==> src/rtl/snes_pkg.sv <==
// snes_pkg
//   Shared definitions for the SNES pad poller: FSM state encoding, the
//   address codes understood by the SNES controller interface, the CPU
//   register select codes and two small helpers for button words.
//   No ports (package).
package snes_pkg;

  localparam int BTN_W = 12;

  typedef enum logic [2:0] {
    IDLE,
    TRIG,
    WAIT,
    RD0,
    RD1,
    CAP1,
    COMMIT
  } poll_state_t;

  localparam logic [1:0] SNES_ADDR_PAD0 = 2'd0;
  localparam logic [1:0] SNES_ADDR_PAD1 = 2'd1;
  localparam logic [1:0] SNES_ADDR_SCAN = 2'd2;

  localparam logic [1:0] CPU_SEL_STATE0 = 2'd0;
  localparam logic [1:0] CPU_SEL_STATE1 = 2'd1;
  localparam logic [1:0] CPU_SEL_PRESS0 = 2'd2;
  localparam logic [1:0] CPU_SEL_PRESS1 = 2'd3;

  // Buttons that are down now but were up in the previously committed state.
  function automatic logic [BTN_W-1:0] rising_edges(input logic [BTN_W-1:0] now_state,
                                                    input logic [BTN_W-1:0] old_state);
    return now_state & ~old_state;
  endfunction

  // A bit only moves to the new sample when two consecutive scans agree on it;
  // disagreeing bits keep whatever was last committed.
  function automatic logic [BTN_W-1:0] debounce_merge(input logic [BTN_W-1:0] old_state,
                                                      input logic [BTN_W-1:0] sample,
                                                      input logic [BTN_W-1:0] last_sample);
    logic [BTN_W-1:0] stable;
    stable = ~(sample ^ last_sample);
    return (sample & stable) | (old_state & ~stable);
  endfunction

endpackage

==> src/rtl/snes_poll_timer.sv <==
// snes_poll_timer
//   Free-running poll down-counter. Loads POLL_CYCLES-1 in reset, counts down,
//   and when it sits at zero it reloads and raises tick for that one clock.
// Ports
//   clk   in   system clock
//   rst   in   asynchronous active-low reset
//   tick  out  one-clock pulse every POLL_CYCLES clocks
module snes_poll_timer #(
  parameter int POLL_CYCLES = 208333,
  parameter int CNT_W       = 18
) (
  input  logic clk,
  input  logic rst,
  output logic tick
);

  localparam logic [CNT_W-1:0] RELOAD = CNT_W'(POLL_CYCLES - 1);

  logic [CNT_W-1:0] count;

  // Tick is decoded from the counter register, so it is glitch-free and is
  // seen by the FSM on the same edge that reloads the counter.
  assign tick = (count == '0);

  // Down-counter; wraps only by reloading, never by underflow.
  always_ff @(posedge clk or negedge rst) begin
    if (!rst) begin
      count <= RELOAD;
    end else if (count == '0) begin
      count <= RELOAD;
    end else begin
      count <= count - CNT_W'(1);
    end
  end

endmodule

==> src/rtl/snes_poller.sv <==
// snes_poller
//   Periodically scans both SNES pads through the controller interface and
//   keeps the current button state plus sticky "newly pressed" bits for the
//   CPU. Firmware only reads registers; it never drives the SNES handshake.
//   Optional build macro: SNES_DEBOUNCE_EN (commit only bits that agree in two
//   consecutive scans; adds a last-scan shadow register pair).
// Ports
//   clk               in   system clock
//   rst               in   asynchronous active-low reset
//   snes_read_enable  out  read strobe to the SNES interface
//   snes_address      out  0 = pad0, 1 = pad1, 2 = start scan
//   snes_read_data    in   pad data, valid one clock after the strobe
//   cpu_rd            in   CPU read strobe
//   cpu_sel           in   0/1 = pad0/pad1 state, 2/3 = pad0/pad1 press
//   cpu_data          out  registered CPU read data
//   frame_valid       out  one-clock pulse while a new pad pair is committed
//   busy              out  high whenever the FSM is not idle
module snes_poller
  import snes_pkg::*;
#(
  parameter int POLL_CYCLES = 208333,
  parameter int SCAN_WAIT   = 64,
  parameter int CNT_W       = 18
) (
  input  logic             clk,
  input  logic             rst,
  output logic             snes_read_enable,
  output logic [1:0]       snes_address,
  input  logic [BTN_W-1:0] snes_read_data,
  input  logic             cpu_rd,
  input  logic [1:0]       cpu_sel,
  output logic [BTN_W-1:0] cpu_data,
  output logic             frame_valid,
  output logic             busy
);

  localparam int WAIT_W = (SCAN_WAIT > 1) ? $clog2(SCAN_WAIT) : 1;
  localparam logic [WAIT_W-1:0] WAIT_RELOAD = WAIT_W'(SCAN_WAIT - 1);

  poll_state_t      fsm;
  logic             poll_tick;
  logic [WAIT_W-1:0] wait_cnt;
  logic [BTN_W-1:0] tmp0, tmp1;
  logic [BTN_W-1:0] state0, state1;
  logic [BTN_W-1:0] press0, press1;
  logic [BTN_W-1:0] next0, next1;
  logic             clr0, clr1;

  snes_poll_timer #(
    .POLL_CYCLES(POLL_CYCLES),
    .CNT_W      (CNT_W)
  ) u_timer (
    .clk (clk),
    .rst (rst),
    .tick(poll_tick)
  );

  // A CPU read of a press register clears it on the same edge that returns it.
  assign clr0 = cpu_rd && (cpu_sel == CPU_SEL_PRESS0);
  assign clr1 = cpu_rd && (cpu_sel == CPU_SEL_PRESS1);

  assign busy = (fsm != IDLE);

`ifdef SNES_DEBOUNCE_EN
  logic [BTN_W-1:0] last0, last1;

  assign next0 = debounce_merge(state0, tmp0, last0);
  assign next1 = debounce_merge(state1, tmp1, last1);

  // Shadow of the previous raw scan, compared against the next one.
  always_ff @(posedge clk or negedge rst) begin
    if (!rst) begin
      last0 <= '0;
      last1 <= '0;
    end else if (fsm == COMMIT) begin
      last0 <= tmp0;
      last1 <= tmp1;
    end
  end
`else
  assign next0 = tmp0;
  assign next1 = tmp1;
`endif

  // Scan sequencer. SNES outputs are registered: each transition sets the
  // strobe/address that belong to the state being entered, and everything
  // defaults back to zero. The commit happens on the edge leaving COMMIT, so
  // a CPU read in that clock still sees the pre-commit value and a press
  // register read then is cleared first and then set with the new edges.
  always_ff @(posedge clk or negedge rst) begin
    if (!rst) begin
      fsm              <= IDLE;
      snes_read_enable <= 1'b0;
      snes_address     <= SNES_ADDR_PAD0;
      frame_valid      <= 1'b0;
      wait_cnt         <= '0;
      tmp0             <= '0;
      tmp1             <= '0;
      state0           <= '0;
      state1           <= '0;
      press0           <= '0;
      press1           <= '0;
    end else begin
      snes_read_enable <= 1'b0;
      snes_address     <= SNES_ADDR_PAD0;
      frame_valid      <= 1'b0;
      if (clr0) press0 <= '0;
      if (clr1) press1 <= '0;
      case (fsm)
        IDLE: begin
          if (poll_tick) begin
            fsm              <= TRIG;
            snes_read_enable <= 1'b1;
            snes_address     <= SNES_ADDR_SCAN;
          end
        end
        TRIG: begin
          fsm      <= WAIT;
          wait_cnt <= WAIT_RELOAD;
        end
        WAIT: begin
          if (wait_cnt == '0) begin
            fsm              <= RD0;
            snes_read_enable <= 1'b1;
            snes_address     <= SNES_ADDR_PAD0;
          end else begin
            wait_cnt <= wait_cnt - WAIT_W'(1);
          end
        end
        RD0: begin
          fsm              <= RD1;
          snes_read_enable <= 1'b1;
          snes_address     <= SNES_ADDR_PAD1;
        end
        RD1: begin
          tmp0 <= snes_read_data;
          fsm  <= CAP1;
        end
        CAP1: begin
          tmp1        <= snes_read_data;
          fsm         <= COMMIT;
          frame_valid <= 1'b1;
        end
        COMMIT: begin
          state0 <= next0;
          state1 <= next1;
          press0 <= (clr0 ? '0 : press0) | rising_edges(next0, state0);
          press1 <= (clr1 ? '0 : press1) | rising_edges(next1, state1);
          fsm    <= IDLE;
        end
        default: fsm <= IDLE;
      endcase
    end
  end

  // CPU register read port; holds its value between reads.
  always_ff @(posedge clk or negedge rst) begin
    if (!rst) begin
      cpu_data <= '0;
    end else if (cpu_rd) begin
      case (cpu_sel)
        CPU_SEL_STATE0: cpu_data <= state0;
        CPU_SEL_STATE1: cpu_data <= state1;
        CPU_SEL_PRESS0: cpu_data <= press0;
        default:        cpu_data <= press1;
      endcase
    end
  end

endmodule
==> config.mk <==
export PLATFORM = sky130hd
export DESIGN_NAME = snes_poller
export DESIGN_NICKNAME = d
export VERILOG_FILES = /design/src/rtl/snes_pkg.sv /design/src/rtl/snes_poll_timer.sv /design/src/rtl/snes_poller.sv
export SDC_FILE = /design/constraint.sdc
export NUM_CORES = 1
export LEC_CHECK = 0
export CAP_MARGIN = 20
export CORE_AREA = 10 10 112 114
export CTS_BUF_LIST = sky130_fd_sc_hd__clkbuf_4
export CTS_CLUSTER_SIZE = 20
export DETAILED_ROUTE_END_ITERATION = 16
export DIE_AREA = 0 0 122 124
export PLACE_DENSITY = 0.71
export SYNTH_ARGS = -nofsm -noshare
export SYNTH_HDL_FRONTEND = slang
export SYNTH_SLANG_ARGS = --single-unit
==> constraint.sdc <==
create_clock -name clk -period 2.9 [get_ports clk]
set_input_delay 0.58 -clock clk [delete_from_list [all_inputs] [get_ports clk]]
set_output_delay 0.58 -clock clk [all_outputs]
set_load 0.01 [all_outputs]
==> reports/qor.csv, run 1 <==
metric;value;unit
crit_required;2.32;ns
multi_input_area;0.00191;mm^2
startpoint_type;flop;
syn_to_final_growth;16.6;%
cts_hold_buf;0;
ir_drop;0.356;mV
ys_seq_area_share;57.7;%
antenna_found_initial;0;
fin_skew;0.0178;ns
first_pass_iters;4;
switching_share;21.0;%
ant_nets;0;
synth_top_family_by_area;multiplexers;
gp_congestion;0.784;
netlist_area;0.00501;mm^2
ioPinCount;34;
drc;0;
die_y;124;um
path_max_fanout;16;
synth_nets;420;
p_comb_share;3.2;%
synthAdderAreaFrac;0.500;%
setup_viol;0;
grt_max_degree;72;
crit_chain;or3_1, clkdlybuf4s50_1;
hpwl;6.52;mm
crit_type;flop to output port;
cts_inserted_buffers;17;
core-area;0.0102;mm^2
cts_setup_buffers;0;
cp_slowest_cell;dfrtp_1;
grt_setup_unrepaired;false;
critPathMaxStageDelay;0.58;ns
drtIter0Drc;206;
port_buffers;33;
ys_warn_count;0;
period_share;90.7;%
period_minus_slack;2.63;ns
pwr-share-clk;44.5;%
numPlacedInstances;556;
dieWidth;122;um
fillers;817;
max-clock-path-buffers;2;
synth-edff-count;0;
pwr-share-seq;52.4;%
power_leakage;2.53;nW
worst-path-buf-inv;1;
cts_sinks;115;
antenna_cells;0;
drive_gt1_share;25.0;%
p_switching;0.649;mW
final_cells;588;
p_int;2.44;mW
synth-seq-cells;115;
dieArea;0.0151;mm^2
cts_resized;0;
row_count;37;
clock_latency;0.51;ns
synth-simple-area-share;11.0;%
regArea;0.00289;mm^2
drv_slew;0;
critPathTopFamily;flip-flops;
start_util;48.9;%
vias_per_cell;5.56;
synth-main-ff-cell;dfrtp_1;
drv.max_cap_violation_count;0;
powerDensity;529;mW/mm^2
status;complete, no violations;
synth-compound-area-share;11.0;%
nets;458;
arrival;2.05;ns
grt_pass1_vias;3396;
wl;9.68;mm
layout_commonest_cell;dfrtp_1;
tightest_slew;0.646;ns
async_flop_share;100;%
root_buffer;clkbuf_4;
synthCells;401;
grt_pass1_wl;16.7;mm
cts_max_level;4;
synthMuxAreaShare;13.5;%
maxClockFrequency;380;MHz
grt_use_total;13.9;%
synth-xor-area-share;1.92;%
vias;3270;
hold_violations;0;
cts_tree;built;
final_cell_mix;dfrtp_1, nand2_1, mux2_2;
hold_class;primary input to asynchronous set/reset pin;
path_clk_slew;0.10;ns
postLayoutSetupSlackWorst;0.270;ns
dp_slack;0.589;ns
avgSynthCellArea;12.5;um^2
yosysUniqueCellTypes;48;
end_kind;output port;
fin_tns_setup;0;ns
wire_per_inst;16.5;um
grt-ovfl-total;0;
max_slew_margin;56.6;%
-- final cells by class --
cell class,instances,area share (%)
clock buffer,20,2.57
sequential,115,49.5
timing repair buffer,42,7.20
multi-input combinational,233,32.7
inverter,30,1.93
tap,136,2.91
clock inverter,12,3.21
-- worst reg2reg max path, delay by kind of cell, from the launching register on --
family          cells  cell delay [ns]
compound gates      1             0.28
buf+inv             2             0.48
flops               1             0.68
simple gates        1             0.44
-- synth_stat cells (all sizes together), types with 2 or more instances --
master	n	share of area (%)
dfrtp	105	52
nand2	37	2.8
mux2	36	8.1
inv	30	2.2
o21ai	28	2.8
a32o	24	4.8
nor2	19	1.4
clkbuf	15	1.1
mux4	12	5.4
dfstp	10	5.2
buf	8	0.92
nor3	7	0.92
nor4	6	1.4
xnor2	6	1.0
nand2b	5	0.62
xor2	5	0.87
nand3	4	0.50
o22ai	4	0.50
o31ai	4	0.60
a21oi	3	0.30
nand3b	3	0.45
or3	3	0.47
or4	3	0.52
a2bb2oi	2	0.35
and3	2	0.25
ha	2	0.50
nand4	2	0.25
o31a	2	0.35
o41ai	2	0.35
or2	2	0.25
-- registers in the layout (all words and copies together), names as in the netlist, 12 cells and up --
| signal | count |
|---|---|
| press0 | 12 |
| next0 | 12 |
| u_timer.count | 18 |
| next1 | 12 |
| state1 | 12 |
| cpu_data | 12 |
| press1 | 12 |
| state0 | 12 |
-- metal layers --
| layer | track usage, % | wire (um) |
|---|---|---|
| met1 | 17.0 | 4340 |
| met2 | 22.3 | 4750 |
| met3 | 4.66 | 485 |
| met4 | 5.37 | 106 |
| met5 | 0 | 0 |
-- final timing paths --
check / cells past startpoint / slack [ns] / endpoint / from
min in group clk: 1 / 0.49 / u_timer.count[0] / u_timer.count[0]
min reg2reg: 1 / 0.49 / u_timer.count[0] / u_timer.count[0]
max reg2reg: 4 / 0.92 / press1[10] / fsm[0]
max in group asynchronous: 2 / 2.03 / u_timer.count[2] / rst
min: 1 / 0.06 / next0[3] / rst
max: 2 / 0.27 / busy / fsm[0]
-- logic make-up after synthesis --
| family | Yosys count |
|---|---|
| and+or+nand+nor | 98 |
| xor gates and xnor gates | 11 |
| adders and majority gates | 2 |
| muxes | 48 |
| buffers and inverters | 53 |
| DFF | 115 |
| AOI/OAI and AO/OA | 74 |
-- power by group through the flow --
stage	combinational (mW)	clock, mW	sequential (mW)
2_1_floorplan	0.0294	0	1.65
3_3_place_gp	0.0998	0	1.65
3_5_place_dp	0.102	0	1.65
4_1_cts	0.102	1.41	1.62
5_1_grt	0.109	1.49	1.62
6_report	0.0983	1.37	1.62
-- stage by stage --
stage	cell area [um^2]	total power, mW	hold WS [ns]	utilization [%]
floorplan	5010	1.68	0.284	-
global placement	5500	1.75	0.468	53.8
detailed placement	5500	1.75	0.477	53.8
CTS	5840	3.14	0.0482	57.1
global route	5840	3.22	0.0450	57.1
finish	5840	3.09	0.0602	57.1
No activity file was read; power rests on OpenSTA's default activity.
==> inputs of run 2 (changes only) <==
--- a/config.mk
+++ b/config.mk
@@ -6,12 +6,12 @@
 export NUM_CORES = 1
 export LEC_CHECK = 0
 export CAP_MARGIN = 20
-export CORE_AREA = 10 10 112 114
+export CORE_AREA = 10 10 131 133
 export CTS_BUF_LIST = sky130_fd_sc_hd__clkbuf_4
 export CTS_CLUSTER_SIZE = 20
 export DETAILED_ROUTE_END_ITERATION = 16
-export DIE_AREA = 0 0 122 124
-export PLACE_DENSITY = 0.71
+export DIE_AREA = 0 0 141 143
+export PLACE_DENSITY = 0.54
 export SYNTH_ARGS = -nofsm -noshare
 export SYNTH_HDL_FRONTEND = slang
 export SYNTH_SLANG_ARGS = --single-unit
==> reports/qor.csv, run 2 (same netlist as run 1, synthesis figures left out) <==
metric;value;unit;change
largest_reg_flops;18;;unchanged
hpwl;6.86;mm;+5.3%
crit_required;2.32;ns;about the same
multi_input_area;0.00191;mm^2;unchanged
top_layer;met4;;
drc;0;;unchanged
drive_gt1_share;25.1;%;+0.11 points
max_slew_margin;47.5;%;-9.1 points
first_pass_iters;4;;unchanged
wire_per_inst;16.0;um;-2.9%
dieWidth;141;um;+16%
period_minus_slack;2.66;ns;+0.0268 ns
wl;10.2;mm;+5.4%
antenna_cells;0;;unchanged
path_clk_slew;0.10;ns;about the same
maxClockFrequency;376;MHz;-1.0%
powerDensity;493;mW/mm^2;-6.8%
critPathTopFamily;flip-flops;;
vias;3265;;-0.15%
gp_congestion;0.778;;-0.77%
arrival;2.08;ns;+0.03 ns
ir_drop;0.346;mV;-2.8%
grt_pass1_wl;16.7;mm;+0.41%
crit_type;flop to output port;;
hold_class;flop to flop;;
cp_slowest_cell;dfrtp_1;;
layout_commonest_cell;dfrtp_1;;
ant_nets;0;;unchanged
power_leakage;2.52;nW;-0.49%
fin_skew;0.0197;ns;+0.00198 ns
wl_met3;419;um;-14%
regArea;0.00289;mm^2;unchanged
tightest_slew;0.788;ns;+0.142 ns
path_max_fanout;16;;unchanged
drtIter0Drc;189;;-8.3%
vias_per_cell;5.12;;-8.0%
end_kind;output port;;
row_count;44;;+19%
cts_max_level;4;;unchanged
cts_inserted_buffers;17;;unchanged
cts_tree;built;;
cts_resized;0;;unchanged
start_util;34.7;%;-14 points
grt-ovfl-total;0;;unchanged
port_buffers;33;;unchanged
wl_met1;4.91;mm;+13%
fin_util;40.7;%;-16 points
startpoint_type;flop;;
grt_pass1_vias;3191;;-6.0%
antenna_found_initial;0;;unchanged
syn_to_final_growth;17.2;%;
final_cell_mix;dfrtp_1, nand2_1, mux2_2;;
fillers;1391;;+70%
setup_viol;0;;unchanged
top_register;u_timer.count;;
hold_violations;0;;unchanged
period_share;91.6;%;+0.92 points
worst-path-buf-inv;1;;unchanged
grt_use_total;10.5;%;-3.3 points
critPathMaxStageDelay;0.58;ns;about the same
core-area;0.0144;mm^2;+41%
cts_setup_buffers;0;;unchanged
ioPinCount;34;;unchanged
clock_latency;0.52;ns;about the same
nets;462;;+0.87%
die_y;143;um;+15%
grt_setup_unrepaired;false;;
fin_tns_setup;0;ns;unchanged
dieArea;0.0202;mm^2;+33%
finalPower;2.90;mW;-6.3%
cts_sinks;115;;unchanged
drv.max_cap_violation_count;0;;unchanged
grt_max_degree;53;;-26%
drv_slew;0;;unchanged
max-clock-path-buffers;2;;unchanged
root_buffer;clkbuf_4;;
crit_chain;or3_1, clkdlybuf4s50_1;;
status;complete, no violations;;
wl_met2;4.72;mm;-0.72%
-- run 2: layout make-up --
type,count,share of cell area [%]
Tap cell,184,3.92
Clock inverter,12,2.41
Sequential cell,115,49.2
Timing Repair Buffer,46,7.72
Inverter,30,1.92
Multi-Input combinational cell,233,32.5
Clock buffer,18,2.30
-- run 2: layer usage --
metal	global-route usage (%)	vias to the layer above
li1	-	1538
met1	13.5	1656
met2	16.0	58
met3	3.32	13
met4	4.73	0
met5	0	-
-- run 2: per-stage QoR --
step / hold slack (ns) / setup slack (ns) / instance area, um^2 / instances
final: 0.489 / 0.243 / 5870 / 638
after global routing: 0.507 / 0.110 / 5870 / 638
after CTS: 0.498 / 0.203 / 5870 / 638
after detailed placement: 0.477 / 0.591 / 5580 / 607
after global placement: 0.468 / 0.652 / 5580 / 607
after floorplan: 0.284 / 0.861 / 5010 / 401
-- run 2: timing repair --
action,in CTS,in global routing
hold buffers,1,0
endpoints found under the hold margin,2,0
endpoints found under the setup margin,0,0
-- run 2: path summary, 6_finish.rpt --
check / from / end / slack (ns) / cells past startpoint
max reg2reg: fsm[0] / press0[8] / 0.83 / 4
min reg2reg: u_timer.count[0] / u_timer.count[0] / 0.49 / 1
min in group asynchronous: rst / cpu_data[3] / 0.55 / 2
min: u_timer.count[0] / u_timer.count[0] / 0.49 / 1
max in group asynchronous: rst / u_timer.count[3] / 1.56 / 3
max: fsm[0] / busy / 0.24 / 2
-- run 2: report_power, final --
| part | internal (mW) | leakage (nW) | switching [mW] | total, mW |
|---|---|---|---|---|
| Sequential | 1.61 | 1.53 | 0.00624 | 1.62 |
| Combinational | 0.0439 | 0.834 | 0.0593 | 0.103 |
| Clock | 0.587 | 0.148 | 0.588 | 1.17 |
| Total | 2.24 | 2.52 | 0.653 | 2.90 |
==> inputs of run 3 (changes only) <==
--- a/config.mk
+++ b/config.mk
@@ -11,7 +11,8 @@
 export CTS_CLUSTER_SIZE = 20
 export DETAILED_ROUTE_END_ITERATION = 16
 export DIE_AREA = 0 0 141 143
-export PLACE_DENSITY = 0.54
+export PLACE_DENSITY = 0.55
 export SYNTH_ARGS = -nofsm -noshare
 export SYNTH_HDL_FRONTEND = slang
+export SYNTH_HIERARCHICAL = 1
 export SYNTH_SLANG_ARGS = --single-unit
==> reports/qor.csv, run 3 <==
metric;value;unit;change
ir_drop;0.198;mV;-43%
startpoint_type;flop;;
min_from;press0[8];;
synth-edff-count;0;;unchanged
fin_tns_setup;0;ns;unchanged
drtIter0Drc;246;;+30%
synth_nets;406;;-3.3%
netlist_area;0.00502;mm^2;+0.32%
hpwl;6.77;mm;-1.3%
period_share;88.4;%;-3.2 points
gp_congestion;0.760;;-2.4%
nets;452;;-2.2%
yosys.area.top_type;dfrtp_1;;
drv_slew;0;;unchanged
antenna_found_initial;1;;+1
holdWs;0.499;ns;+0.00958 ns
max_slew_margin;43.7;%;-3.8 points
syn_to_final_growth;17.7;%;
ys_seq_area_share;57.5;%;-0.19 points
clock_latency;0.50;ns;-0.02 ns
placed_area;0.00559;mm^2;about the same
cts_inserted_buffers;17;;unchanged
synth-main-ff-cell;dfrtp_1;;
port_buffers;33;;unchanged
start_util;34.8;%;+0.11 points
end_kind;output port;;
vias;3218;;-1.4%
avgSynthCellArea;13.0;um^2;+4.0%
die_y;143;um;unchanged
synth_common_cells;dfrtp_1, mux2_2, inv_1;;
fillers;1380;;-0.79%
ant_nets;0;;unchanged
final_cell_mix;dfrtp_1, mux2_2, inv_1;;
first_pass_iters;4;;unchanged
grt_pass1_wl;17.4;mm;+4.2%
stdcell_area;0.00591;mm^2;+0.68%
yosysUniqueCellTypes;46;;-4.2%
cts_resized;0;;unchanged
drive_gt1_share;25.6;%;+0.51 points
fin_util;41.0;%;+0.28 points
synth-seq-cells;115;;unchanged
power_leakage;2.59;nW;+2.9%
finalPower;3.05;mW;+5.4%
numPlacedInstances;597;;-1.6%
crit_start;fsm[0];;
setup_viol;0;;unchanged
max-clock-path-buffers;2;;unchanged
async_flop_share;100;%;unchanged
synth.top_cell.area_share;52.3;%;-0.17 points
synthTopCellsByArea;dfrtp_1, mux2_2, dfstp_2;;
postLayoutSetupSlackWorst;0.336;ns;+0.0935 ns
dp_slack;0.401;ns;-0.190 ns
dieWidth;141;um;unchanged
dieArea;0.0202;mm^2;unchanged
cts_tree;built;;
drc;0;;unchanged
hold_class;flop to flop;;
cts_setup_buffers;0;;unchanged
yosysMostFrequentCell;dfrtp_1;;
core-area;0.0144;mm^2;unchanged
grt_setup_unrepaired;false;;
powerDensity;516;mW/mm^2;+4.7%
synthCells;387;;-3.5%
path_clk_slew;0.11;ns;about the same
tightest_slew;0.843;ns;+0.0553 ns
grt_use_total;10.6;%;+0.098 points
root_buffer;clkbuf_4;;
crit_type;flop to output port;;
wl;10.1;mm;-0.73%
period_minus_slack;2.56;ns;-0.0935 ns
fin_skew;0.0169;ns;-0.00281 ns
wire_per_inst;16.1;um;+0.53%
hold_violations;0;;unchanged
cts_sinks;115;;unchanged
maxClockFrequency;390;MHz;+3.6%
status;complete, no violations;;
ys_warn_count;6;;+6
vias_per_cell;5.11;;-0.19%
crit_required;2.32;ns;about the same
row_count;44;;unchanged
path_max_fanout;13;;-3
layout_commonest_cell;dfrtp_1;;
drv.max_cap_violation_count;0;;unchanged
ioPinCount;34;;unchanged
largest_reg_flops;18;;unchanged
cts_max_level;4;;unchanged
grt-ovfl-total;0;;unchanged
r2r-start;u_timer/count[0];;
grt_max_degree;56;;+5.7%
final_cells;630;;-1.3%
arrival;1.98;ns;-0.10 ns
grt_pass1_vias;3441;;+7.8%
top_register;u_timer/count;;
-- run 3: cell count changes after synthesis, moves of 4 or more --
cell / delta
a21oi_1: +4
buf_2: +5
clkbuf_1: -9
mux2_1: +16
mux2_2: +8
mux4_2: -5
nand2_1: -26
nand3_1: +4
o21ai_0: -24
o22ai_1: +7
or3_1: +4
-- run 3: power breakdown --
group,leakage (nW),total [mW],internal (mW),switching [mW]
Combinational,0.893,0.134,0.0608,0.0730
Sequential,1.52,1.63,1.62,0.0121
Clock,0.172,1.29,0.703,0.584
Total,2.59,3.05,2.38,0.669
-- run 3: critical path, cell delays in order (launching register included) --
cell             delay, ns
dfrtp_1               0.53
or3_1                 0.45
clkdlybuf4s50_1       0.50
-- run 3: worst paths after layout --
kind / endpoint / slack [ns] / cells past startpoint
max: busy / 0.34 / 2
min: press0[8] / 0.50 / 1
max reg2reg: fsm[0] / 0.72 / 10
min reg2reg: press0[8] / 0.50 / 1
max in group asynchronous: next1[9] / 1.60 / 3
min in group asynchronous: snes_address[0] / 0.55 / 2
-- run 3: what timing repair did --
| item | in CTS | in global routing |
|---|---|---|
| setup endpoints to repair | 0 | 0 |
| hold buffers | 1 | 0 |
| hold endpoints to repair | 1 | 0 |
-- run 3: cell type report --
type / instances / area (um^2) / area share (%)
Clock buffer: 20 / 150 / 2.54
Inverter: 34 / 140 / 2.37
Clock inverter: 11 / 161 / 2.73
Tap cell: 184 / 230 / 3.90
Multi-Input combinational cell: 218 / 1890 / 31.9
Antenna cell: 1 / 2.50 / 0.0423
Sequential cell: 115 / 2890 / 48.9
Timing Repair Buffer: 47 / 448 / 7.58
-- run 3: cell families after synthesis --
| logic type | Yosys count | share of synthesized area (%) |
|---|---|---|
| AOI/OAI and AO/OA | 63 | 10.0 |
| xor gates and xnor gates | 12 | 2.09 |
| adders and majority gates | 2 | 0.498 |
| buffers and inverters | 54 | 4.88 |
| DFF | 115 | 57.5 |
| muxes | 67 | 16.6 |
| and+or+nand+nor | 74 | 8.37 |
-- run 3: metal layers --
metal | vias up | routed length, um | GRT usage, %
met4 | 0 | 110 | 4.08
met1 | 1657 | 4740 | 13.3
li1 | 1506 | - | -
met3 | 6 | 347 | 2.79
met2 | 49 | 4930 | 17.2
met5 | - | 0 | 0
